===== config.mk =====
export PLATFORM = sky130hd
export DESIGN_NAME = display_mux_n
export DESIGN_NICKNAME = d
export VERILOG_FILES = /design/src/rtl/display_mux_n_pkg.sv /design/src/rtl/display_mux_n_hex_to_seg7.sv /design/src/rtl/display_mux_n.sv
export SDC_FILE = /design/constraint.sdc
export NUM_CORES = 1
export LEC_CHECK = 0
export CAP_MARGIN = 30
export CORE_MARGIN = 2
export CORE_UTILIZATION = 25
export CTS_CLUSTER_DIAMETER = 150
export DETAILED_ROUTE_END_ITERATION = 16
export PLACE_DENSITY = 0.49
export REMOVE_ABC_BUFFERS = 1
export SKIP_CTS_REPAIR_TIMING = 1
export SLEW_MARGIN = 15
export SYNTH_ARGS = -nofsm -noshare
export SYNTH_HDL_FRONTEND = slang
export SYNTH_SLANG_ARGS = --single-unit

===== constraint.sdc =====
create_clock -name clk -period 2.4 [get_ports clk]
set_input_delay 0.72 -clock clk [delete_from_list [all_inputs] [get_ports clk]]
set_output_delay 0.72 -clock clk [all_outputs]
set_load 0.01 [all_outputs]

===== src/rtl/display_mux_n_pkg.sv =====
// display_pkg
//   Shared definitions for the multiplexed 7-segment display driver:
//   - state_e        : sequencer states (BLANK between digits, SHOW while lit)
//   - SEG7_PAT       : 16-entry hex-to-segment table, active-high, bit 0 = a .. bit 6 = g
//   - POL_ACTIVE_*   : polarity selectors for pin-level inversion
//   - seg_pol()      : applies a polarity selector to a 7-bit segment vector
package display_pkg;

  typedef enum logic {
    BLANK = 1'b0,
    SHOW  = 1'b1
  } state_e;

  // Standard hex glyphs, gfedcba order (b and d are lowercase forms).
  localparam logic [6:0] SEG7_PAT [16] = '{
    7'h3F, 7'h06, 7'h5B, 7'h4F,   // 0 1 2 3
    7'h66, 7'h6D, 7'h7D, 7'h07,   // 4 5 6 7
    7'h7F, 7'h6F, 7'h77, 7'h7C,   // 8 9 A b
    7'h39, 7'h5E, 7'h79, 7'h71    // C d E F
  };

  localparam bit POL_ACTIVE_HIGH = 1'b0;
  localparam bit POL_ACTIVE_LOW  = 1'b1;

  // Convert an active-high segment vector to pin level.
  function automatic logic [6:0] seg_pol(input logic [6:0] v, input bit pol);
    return (pol == POL_ACTIVE_LOW) ? ~v : v;
  endfunction

endpackage


===== src/rtl/display_mux_n_hex_to_seg7.sv =====
// hex_to_seg7
//   Combinational hex nibble to 7-segment decoder. Output is always
//   active-high; pin polarity is applied by the caller.
//   nibble_i : 4-bit hex digit
//   seg_o    : segments a..g, seg_o[0] = a
module hex_to_seg7
  import display_pkg::*;
(
  input  logic [3:0] nibble_i,
  output logic [6:0] seg_o
);

  assign seg_o = SEG7_PAT[nibble_i];

endmodule


===== src/rtl/display_mux_n.sv =====
// display_mux_n
//   Time-multiplexed driver for an N-digit 7-segment display. Each digit is
//   preceded by a BLANK phase (all anodes off) and then lit for a SHOW phase
//   whose anode is PWM-gated by the brightness value. Inputs are captured
//   once per frame so a digit update never tears mid-scan.
//   clk         : system clock
//   rst         : asynchronous active-low reset
//   en          : 1 = scan, 0 = freeze sequencer and darken outputs
//   value       : nibble i drives digit i (digit 0 = rightmost)
//   dp          : decimal point per digit
//   lz_en       : leading-zero suppression
//   bright      : PWM duty in sixteenths of the SHOW phase
//   anode       : one-hot digit select, pin polarity per AN_ACTIVE_LOW
//   seg         : segments a..g, pin polarity per SEG_ACTIVE_LOW
//   seg_dp      : decimal-point segment, same polarity as seg
//   frame_start : one-cycle pulse marking a new input snapshot
module display_mux_n
  import display_pkg::*;
#(
  parameter int NUM_DIGITS     = 4,
  parameter int BLANK_CYC      = 3000,
  parameter int SHOW_CYC       = 3000,
  parameter int AN_ACTIVE_LOW  = 1,
  parameter int SEG_ACTIVE_LOW = 1
) (
  input  logic                    clk,
  input  logic                    rst,
  input  logic                    en,
  input  logic [4*NUM_DIGITS-1:0] value,
  input  logic [NUM_DIGITS-1:0]   dp,
  input  logic                    lz_en,
  input  logic [3:0]              bright,
  output logic [NUM_DIGITS-1:0]   anode,
  output logic [6:0]              seg,
  output logic                    seg_dp,
  output logic                    frame_start
);

  localparam int CNT_MAX = (BLANK_CYC > SHOW_CYC) ? BLANK_CYC : SHOW_CYC;
  // SHOW_CYC >= 16 guarantees at least 4 counter bits for the PWM compare.
  localparam int CNT_W   = $clog2(CNT_MAX);
  localparam int IDX_W   = $clog2(NUM_DIGITS);

  localparam logic [CNT_W-1:0] BLANK_LAST = CNT_W'(BLANK_CYC - 1);
  localparam logic [CNT_W-1:0] SHOW_LAST  = CNT_W'(SHOW_CYC - 1);
  localparam logic [IDX_W-1:0] IDX_LAST   = IDX_W'(NUM_DIGITS - 1);

  localparam bit AN_POL  = (AN_ACTIVE_LOW  != 0) ? POL_ACTIVE_LOW : POL_ACTIVE_HIGH;
  localparam bit SEG_POL = (SEG_ACTIVE_LOW != 0) ? POL_ACTIVE_LOW : POL_ACTIVE_HIGH;

  localparam logic [NUM_DIGITS-1:0] AN_OFF  = {NUM_DIGITS{AN_POL}};
  localparam logic [6:0]            SEG_OFF = {7{SEG_POL}};

  // Sequencer state
  state_e                  state_q, state_d;
  logic [CNT_W-1:0]        cnt_q, cnt_d;
  logic [IDX_W-1:0]        idx_q, idx_d;

  // Frame snapshot
  logic [4*NUM_DIGITS-1:0] value_snap_q;
  logic [NUM_DIGITS-1:0]   dp_snap_q;
  logic                    lz_snap_q;
  logic [3:0]              bright_snap_q;

  // Registered pins
  logic [NUM_DIGITS-1:0]   anode_q;
  logic [6:0]              seg_q;
  logic                    seg_dp_q;
  logic                    frame_start_q;

  // Per-digit decode helpers
  logic [3:0]              nib [NUM_DIGITS];
  logic [NUM_DIGITS:1]     zero_above;
  logic [NUM_DIGITS-1:0]   dark_vec;
  logic [NUM_DIGITS-1:0]   an_act;

  logic [3:0]              cur_nibble;
  logic [6:0]              cur_pat;
  logic                    cur_dark;
  logic                    lit;
  logic                    pwm_on;
  logic                    an_on;
  logic                    take_snap;

  // zero_above[i] is set when digit i and every higher digit are zero;
  // digit 0 is never suppressed so a value of zero still shows "0".
  assign zero_above[NUM_DIGITS] = 1'b1;

  for (genvar gi = 0; gi < NUM_DIGITS; gi++) begin : g_digit
    assign nib[gi] = value_snap_q[gi*4 +: 4];
    if (gi == 0) begin : g_lsd
      assign dark_vec[gi] = 1'b0;
    end else begin : g_upper
      assign zero_above[gi] = (nib[gi] == 4'd0) && zero_above[gi+1];
      assign dark_vec[gi]   = lz_snap_q && zero_above[gi];
    end
    assign an_act[gi] = an_on && (idx_q == IDX_W'(gi));
  end

  assign cur_nibble = nib[idx_q];
  assign cur_dark   = dark_vec[idx_q];

  hex_to_seg7 u_dec (
    .nibble_i (cur_nibble),
    .seg_o    (cur_pat)
  );

  // Segment data is held constant across the whole SHOW phase; only the
  // anode is PWM-gated, so the lit pattern never changes under an active anode.
  assign lit       = (state_q == SHOW) && !cur_dark;
  assign pwm_on    = cnt_q[3:0] < bright_snap_q;
  assign an_on     = lit && pwm_on;
  assign take_snap = en && (state_q == BLANK) && (cnt_q == '0) && (idx_q == '0);

  always_comb begin
    state_d = state_q;
    cnt_d   = cnt_q + 1'b1;
    idx_d   = idx_q;
    case (state_q)
      BLANK: begin
        if (cnt_q == BLANK_LAST) begin
          state_d = SHOW;
          cnt_d   = '0;
        end
      end
      SHOW: begin
        if (cnt_q == SHOW_LAST) begin
          state_d = BLANK;
          cnt_d   = '0;
          idx_d   = (idx_q == IDX_LAST) ? '0 : idx_q + 1'b1;
        end
      end
      default: begin
        state_d = BLANK;
        cnt_d   = '0;
      end
    endcase
  end

  always_ff @(posedge clk or negedge rst) begin
    if (!rst) begin
      state_q       <= BLANK;
      cnt_q         <= '0;
      idx_q         <= '0;
      value_snap_q  <= '0;
      dp_snap_q     <= '0;
      lz_snap_q     <= 1'b0;
      bright_snap_q <= 4'd0;
      anode_q       <= AN_OFF;
      seg_q         <= SEG_OFF;
      seg_dp_q      <= SEG_POL;
      frame_start_q <= 1'b0;
    end else begin
      frame_start_q <= take_snap;
      if (en) begin
        state_q  <= state_d;
        cnt_q    <= cnt_d;
        idx_q    <= idx_d;
        anode_q  <= AN_OFF ^ an_act;
        seg_q    <= seg_pol(lit ? cur_pat : 7'd0, SEG_POL);
        seg_dp_q <= SEG_POL ^ (lit && dp_snap_q[idx_q]);
        if (take_snap) begin
          value_snap_q  <= value;
          dp_snap_q     <= dp;
          lz_snap_q     <= lz_en;
          bright_snap_q <= bright;
        end
      end else begin
        // Frozen: sequencer and snapshot hold, pins go dark.
        anode_q  <= AN_OFF;
        seg_q    <= SEG_OFF;
        seg_dp_q <= SEG_POL;
      end
    end
  end

  assign anode       = anode_q;
  assign seg         = seg_q;
  assign seg_dp      = seg_dp_q;
  assign frame_start = frame_start_q;

endmodule


==> results.sh, run 1 <==
export IMPL_synth_area_leaders="dfrtp_1 37%, dfstp_2 11%, mux2_4 11%"
export IMPL_finalSetupTns_ns=0
export IMPL_clk_pin_slew_worst_paths_ns=0.09
export IMPL_synthToLayoutAreaGrowth_pct=25.32
export IMPL_synth_most_common_cell="dfrtp_1"
export IMPL_cts_made_buffers=5
export IMPL_rows=38
export IMPL_cp_start_kind="input port"
export IMPL_io_pins=41
export IMPL_worst_hold_path_type="input port to async pin"
export IMPL_grt_pass1_wl_um=9887
export IMPL_crit_type="input port to register"
export IMPL_final_area_um2=3505
export IMPL_drc_errors=0
export IMPL_finalWirelength_um=5974
export IMPL_gp_congestion=0.7896
export IMPL_drv_cap=0
export IMPL_drtIter0Drc=83
export IMPL_ir_worst_vdd_mv=0.3039
export IMPL_leakagePower_nw=1.561
export IMPL_finalSetupViolCount=0
export IMPL_die_h_um=109.8
export IMPL_fin_crit_sh=0.9865
export IMPL_synth_seq_cells=53
export IMPL_fin_nets=308
export IMPL_grt_start_max_net_pins=31
export IMPL_ys_types=45
export IMPL_placed_cells=397
export IMPL_core_um2=10890
export IMPL_yosysTopAreaCellShare=0.3669
export IMPL_dp_hpwl_um=4370
export IMPL_place_ws_ns=-0.3447
export IMPL_hold_slack_ns=0.3919
export IMPL_synth_top_flop_cell="dfrtp_1"
export IMPL_wire_per_inst_um=14.71
export IMPL_cts_max_level=2
export IMPL_path_max_fanout=12
export IMPL_rsz0062_at_grt="false"
export IMPL_synthArstFlopShare=1.000
export IMPL_clock_root_buffer="clkbuf_8"
export IMPL_drive_gt1_frac=0.2519
export IMPL_num_antenna_cells=0
export IMPL_ys_seq_area_frac=0.4796
export IMPL_syn_area_per_cell_um2=13.01
export IMPL_clock_path_buffers=2
export IMPL_tritoncts="done"
export IMPL_timing_final_crit_period_ns=2.368
export IMPL_vias_per_cell=4.554
export IMPL_start_util=0.2568
export IMPL_dpl_instance_area_um2=3392
export IMPL_outcome="completed"
export IMPL_crit_path_end_kind="register"
export IMPL_clock_latency_ns=0.31
export IMPL_first_global_vias=1914
export IMPL_cp_required_ns=2.60
export IMPL_overflow=0
export IMPL_fp_dieW_um=109.8
export IMPL_ys_top_cells_by_count="41 x dfrtp_1, 20 x mux2_4, 15 x ha_1"
export IMPL_yosys_warnings=0
export IMPL_syn_inst=215
export IMPL_fmax_ghz=0.4224
export IMPL_finalWorstSetupSlack_ns=0.03233
export IMPL_fill_cells=1113
export IMPL_dr_pass1_iters=4
export IMPL_finalMaxSlewViolations=0
export IMPL_track_usage=0.1071
export IMPL_cts_sinks=53
export IMPL_hold_viol=0
export IMPL_io_buffers=40
export IMPL_antenna_found_initial=0
export IMPL_reg2reg_slack_ns=0.30
export IMPL_post_layout_nonfiller_instances=406
export IMPL_vias=1849
export IMPL_slew_headroom=0.6138
export IMPL_dieArea_um2=12050
export IMPL_synth_top_cell_by_area="dfrtp_1"
export IMPL_skew_ns=0.006388
export IMPL_synth_edf_count=0
export IMPL_synth_area_um2=2796
export IMPL_powerDensity_nw_per_um2=904.9
export IMPL_cp_arrival_ns=2.57
export IMPL_antenna_left=0
export IMPL_worst_slew_pin_slew_ns=0.5718
-- routing by layer --
metal	GRT usage	up-vias	share of wire
li1	-	881	-
met2	0.1556	45	0.44
met4	0.03797	0	0.016
met1	0.1553	916	0.50
met3	0.02371	7	0.045
met5	0	-	0
-- stage by stage --
step	total power (W)	util
6_report	0.003171	0.3219
3_5_place_dp	0.002696	0.3115
4_1_cts	0.003206	0.3191
3_3_place_gp	0.002665	0.3115
2_1_floorplan	0.002280	-
5_1_grt	0.003429	0.3219
-- power by group --
group / switching, W / internal (W)
Sequential: 0.000254 / 0.00120
Combinational: 0.000533 / 0.000697
Clock: 0.000284 / 0.000203
Total: 0.00107 / 0.00210
-- cells in the final DEF, fill, tap and decap left out, types with 7 or more instances in the layout --
cell type and instances:
ha_1 15, clkdlybuf4s50_1 39, dfrtp_1 41, buf_4 8, dfstp_2 12, nor2_1 7
inv_1 14, mux2_2 8, nand2_1 9, mux2i_1 8, xor2_1 7, mux2_4 20
-- sequential cells by signal, indices dropped and copies added (netlist names) --
name           count
anode              4
bright_snap_q      4
frame_start        1
idx_q              2
seg_dp             1
lz_snap_q          1
value_snap_q      16
state_q            1
dp_snap_q          4
cnt_q             12
seg                7
-- final timing paths --
path                            startpoint               to  depth (start not counted)
max in group asynchronous              rst           seg[4]                          2
worst min-delay path                   rst        cnt_q[11]                          1
worst max-delay path                    en  value_snap_q[4]                          5
worst min register to register   cnt_q[11]        cnt_q[11]                          1
min in group clk                 cnt_q[11]        cnt_q[11]                          1
worst max register to register    idx_q[1]  value_snap_q[4]                          6
-- critical path: stages --
cell             delay, ns
clkdlybuf4s50_1       0.47
or4b_4                0.48
or3_4                 0.39
clkbuf_16             0.20
mux2_4                0.30
-- cell families after synthesis --
kind of cell / count (synthesis) / synth area share
AO/OA/AOI/OAI: 25 / 0.06712
XOR/XNOR: 11 / 0.03445
adder cells (fa/ha/maj): 15 / 0.06711
buffers and inverters: 22 / 0.04564
flip-flops: 53 / 0.4796
multiplexers: 41 / 0.2085
AND/OR/NAND/NOR: 48 / 0.09755
-- cell type report --
type                            instances  area, um^2  area share
Clock buffer                            6       72.57     0.02071
Clock inverter                          2       10.01    0.002856
Sequential cell                        53        1341      0.3827
Timing Repair Buffer                   51       520.5      0.1485
Tap cell                              140       175.2     0.04998
Inverter                               14       52.55     0.01499
Multi-Input combinational cell        140        1333      0.3802
No activity file was read; power rests on OpenSTA's default activity.
==> inputs of run 2 (changes only) <==
GPL_ROUTABILITY_DRIVEN = 0   (was default)
==> results of run 2 <==
No change in the layout: final DEF, timing and power equal those of run 1.
==> inputs of run 3 (changes only) <==
CORE_MARGIN = default   (was 2)
==> results.sh, run 3 (synthesis results as in run 1) <==
export IMPL_slew_headroom=0.6125
export IMPL_skew_ns=0.004989
export IMPL_fin_nets=311
export IMPL_crit_end="value_snap_q[15]"
export IMPL_fin_crit_sh=0.9838
export IMPL_setup_worst_path_start="en"
export IMPL_crit_path_end_kind="register"
export IMPL_antenna_left=0
export IMPL_timing_final_crit_period_ns=2.361
export IMPL_hold_viol=0
export IMPL_utilization=0.3243
export IMPL_clk_pin_slew_worst_paths_ns=0.09
export IMPL_fmax_ghz=0.4235
export IMPL_clock_latency_ns=0.30
export IMPL_num_antenna_cells=0
export IMPL_cts_made_buffers=5
export IMPL_largest_reg_flops=16
export IMPL_cp_start_kind="input port"
export IMPL_dieArea_um2=11610
export IMPL_synthToLayoutAreaGrowth_pct=26.26
export IMPL_layout_common_cells="41 x dfrtp_1, 39 x clkdlybuf4s50_1, 20 x mux2_4"
export IMPL_worst_hold_path_type="input port to async pin"
export IMPL_p_total_w=0.003178
export IMPL_slowest_delay_ns=0.48
export IMPL_drv_cap=0
export IMPL_cts_sinks=53
export IMPL_finalMaxSlewViolations=0
export IMPL_dp_hpwl_um=4312
export IMPL_critPathTopFamily="simple AND/OR/NAND/NOR gates"
export IMPL_final_area_um2=3531
export IMPL_wire_per_inst_um=14.39
export IMPL_cp_arrival_ns=2.56
export IMPL_drtIter0Drc=74
export IMPL_grt_pass1_wl_um=9425
export IMPL_finalSetupViolCount=0
export IMPL_clock_path_buffers=2
export IMPL_fp_dieW_um=107.8
export IMPL_drive_gt1_frac=0.2639
export IMPL_drc_errors=0
export IMPL_path_max_fanout=10
export IMPL_crit_type="input port to register"
export IMPL_cp_num_buf_inv=2
export IMPL_reg2reg_to="value_snap_q[15]"
export IMPL_fill_cells=1110
export IMPL_ir_worst_vdd_mv=0.2902
export IMPL_start_util=0.2568
export IMPL_overflow=0
export IMPL_vias_per_cell=4.474
export IMPL_first_global_vias=1860
export IMPL_die_h_um=107.8
export IMPL_cp_required_ns=2.59
export IMPL_largest_register="value_snap_q"
export IMPL_rows=38
export IMPL_cts_max_level=2
export IMPL_io_buffers=40
export IMPL_worst_slew_pin_slew_ns=0.5737
export IMPL_path_cells="clkdlybuf4s50_1 > or4b_4 > or3_4 > clkbuf_16 > mux2_4"
export IMPL_powerDensity_nw_per_um2=900.2
export IMPL_reg2reg_slack_ns=0.30
export IMPL_io_pins=41
export IMPL_final_common_cell="dfrtp_1"
export IMPL_clock_root_buffer="clkbuf_8"
export IMPL_cp_slowest_cell="clkdlybuf4s50_1"
export IMPL_dpl_instance_area_um2=3415
export IMPL_leakagePower_nw=1.574
export IMPL_cp_depth=5
export IMPL_rsz0062_at_grt="false"
export IMPL_tritoncts="done"
export IMPL_vias=1830
export IMPL_track_usage=0.1058
export IMPL_grt_start_max_net_pins=27
export IMPL_ff2ff_path_depth=6
export IMPL_core_um2=10890
export IMPL_finalWirelength_um=5887
export IMPL_antenna_found_initial=0
export IMPL_r2r_start="idx_q[1]"
export IMPL_dr_pass1_iters=6
export IMPL_outcome="completed"
-- run 3: cell count changes in the layout (fill, tap and decap cells not counted), sizes merged --
| cell | delta |
|---|---|
| clkinvlp | +1 |
| clkbuf | -1 |
| buf | +3 |
-- run 3: routing by layer --
metal / up-vias / share of wire / GRT usage
li1: 890 / - / -
met1: 895 / 0.51 / 0.1527
met2: 35 / 0.43 / 0.1525
met3: 10 / 0.039 / 0.01998
met4: 0 / 0.019 / 0.04501
met5: - / 0 / 0
-- run 3: metrics by stage --
stage	instances	setup WS [ns]	TNS, ns	hold slack (ns)
floorplan	207	-0.1981	-4.876	0.4244
global placement	400	-0.3479	-10.54	0.4908
detailed placement	400	-0.3542	-10.68	0.4945
CTS	408	-0.02051	-0.2670	0.2600
global route	409	0.02628	0	0.2614
finish	409	0.03893	0	0.2695
-- run 3: layout make-up --
class	instances	area, um^2	area share
Tap cell	140	175.2	0.04961
Inverter	14	52.55	0.01488
Clock buffer	5	68.82	0.01949
Clock inverter	3	17.52	0.004961
Timing Repair Buffer	54	543.0	0.1538
Multi-Input combinational cell	140	1333	0.3774
Sequential cell	53	1341	0.3799
-- run 3: where the power goes --
group	switching [W]	leakage, nW	internal [W]	total, W
Clock	0.000295	0.0439	0.000202	0.000497
Combinational	0.000535	0.886	0.000700	0.00124
Sequential	0.000246	0.644	0.00120	0.00145
-- run 3: worst min-delay path by stage --
stage | cells after the start | start | endpoint | slack, ns
finish | 1 | rst | dp_snap_q[1] | 0.27
global route | 1 | rst | value_snap_q[15] | 0.26
CTS | 1 | rst | idx_q[1] | 0.26
detailed placement | 1 | dp_snap_q[2] | dp_snap_q[2] | 0.49
global placement | 1 | dp_snap_q[2] | dp_snap_q[2] | 0.49
floorplan | 0 | rst | bright_snap_q[0] | 0.42
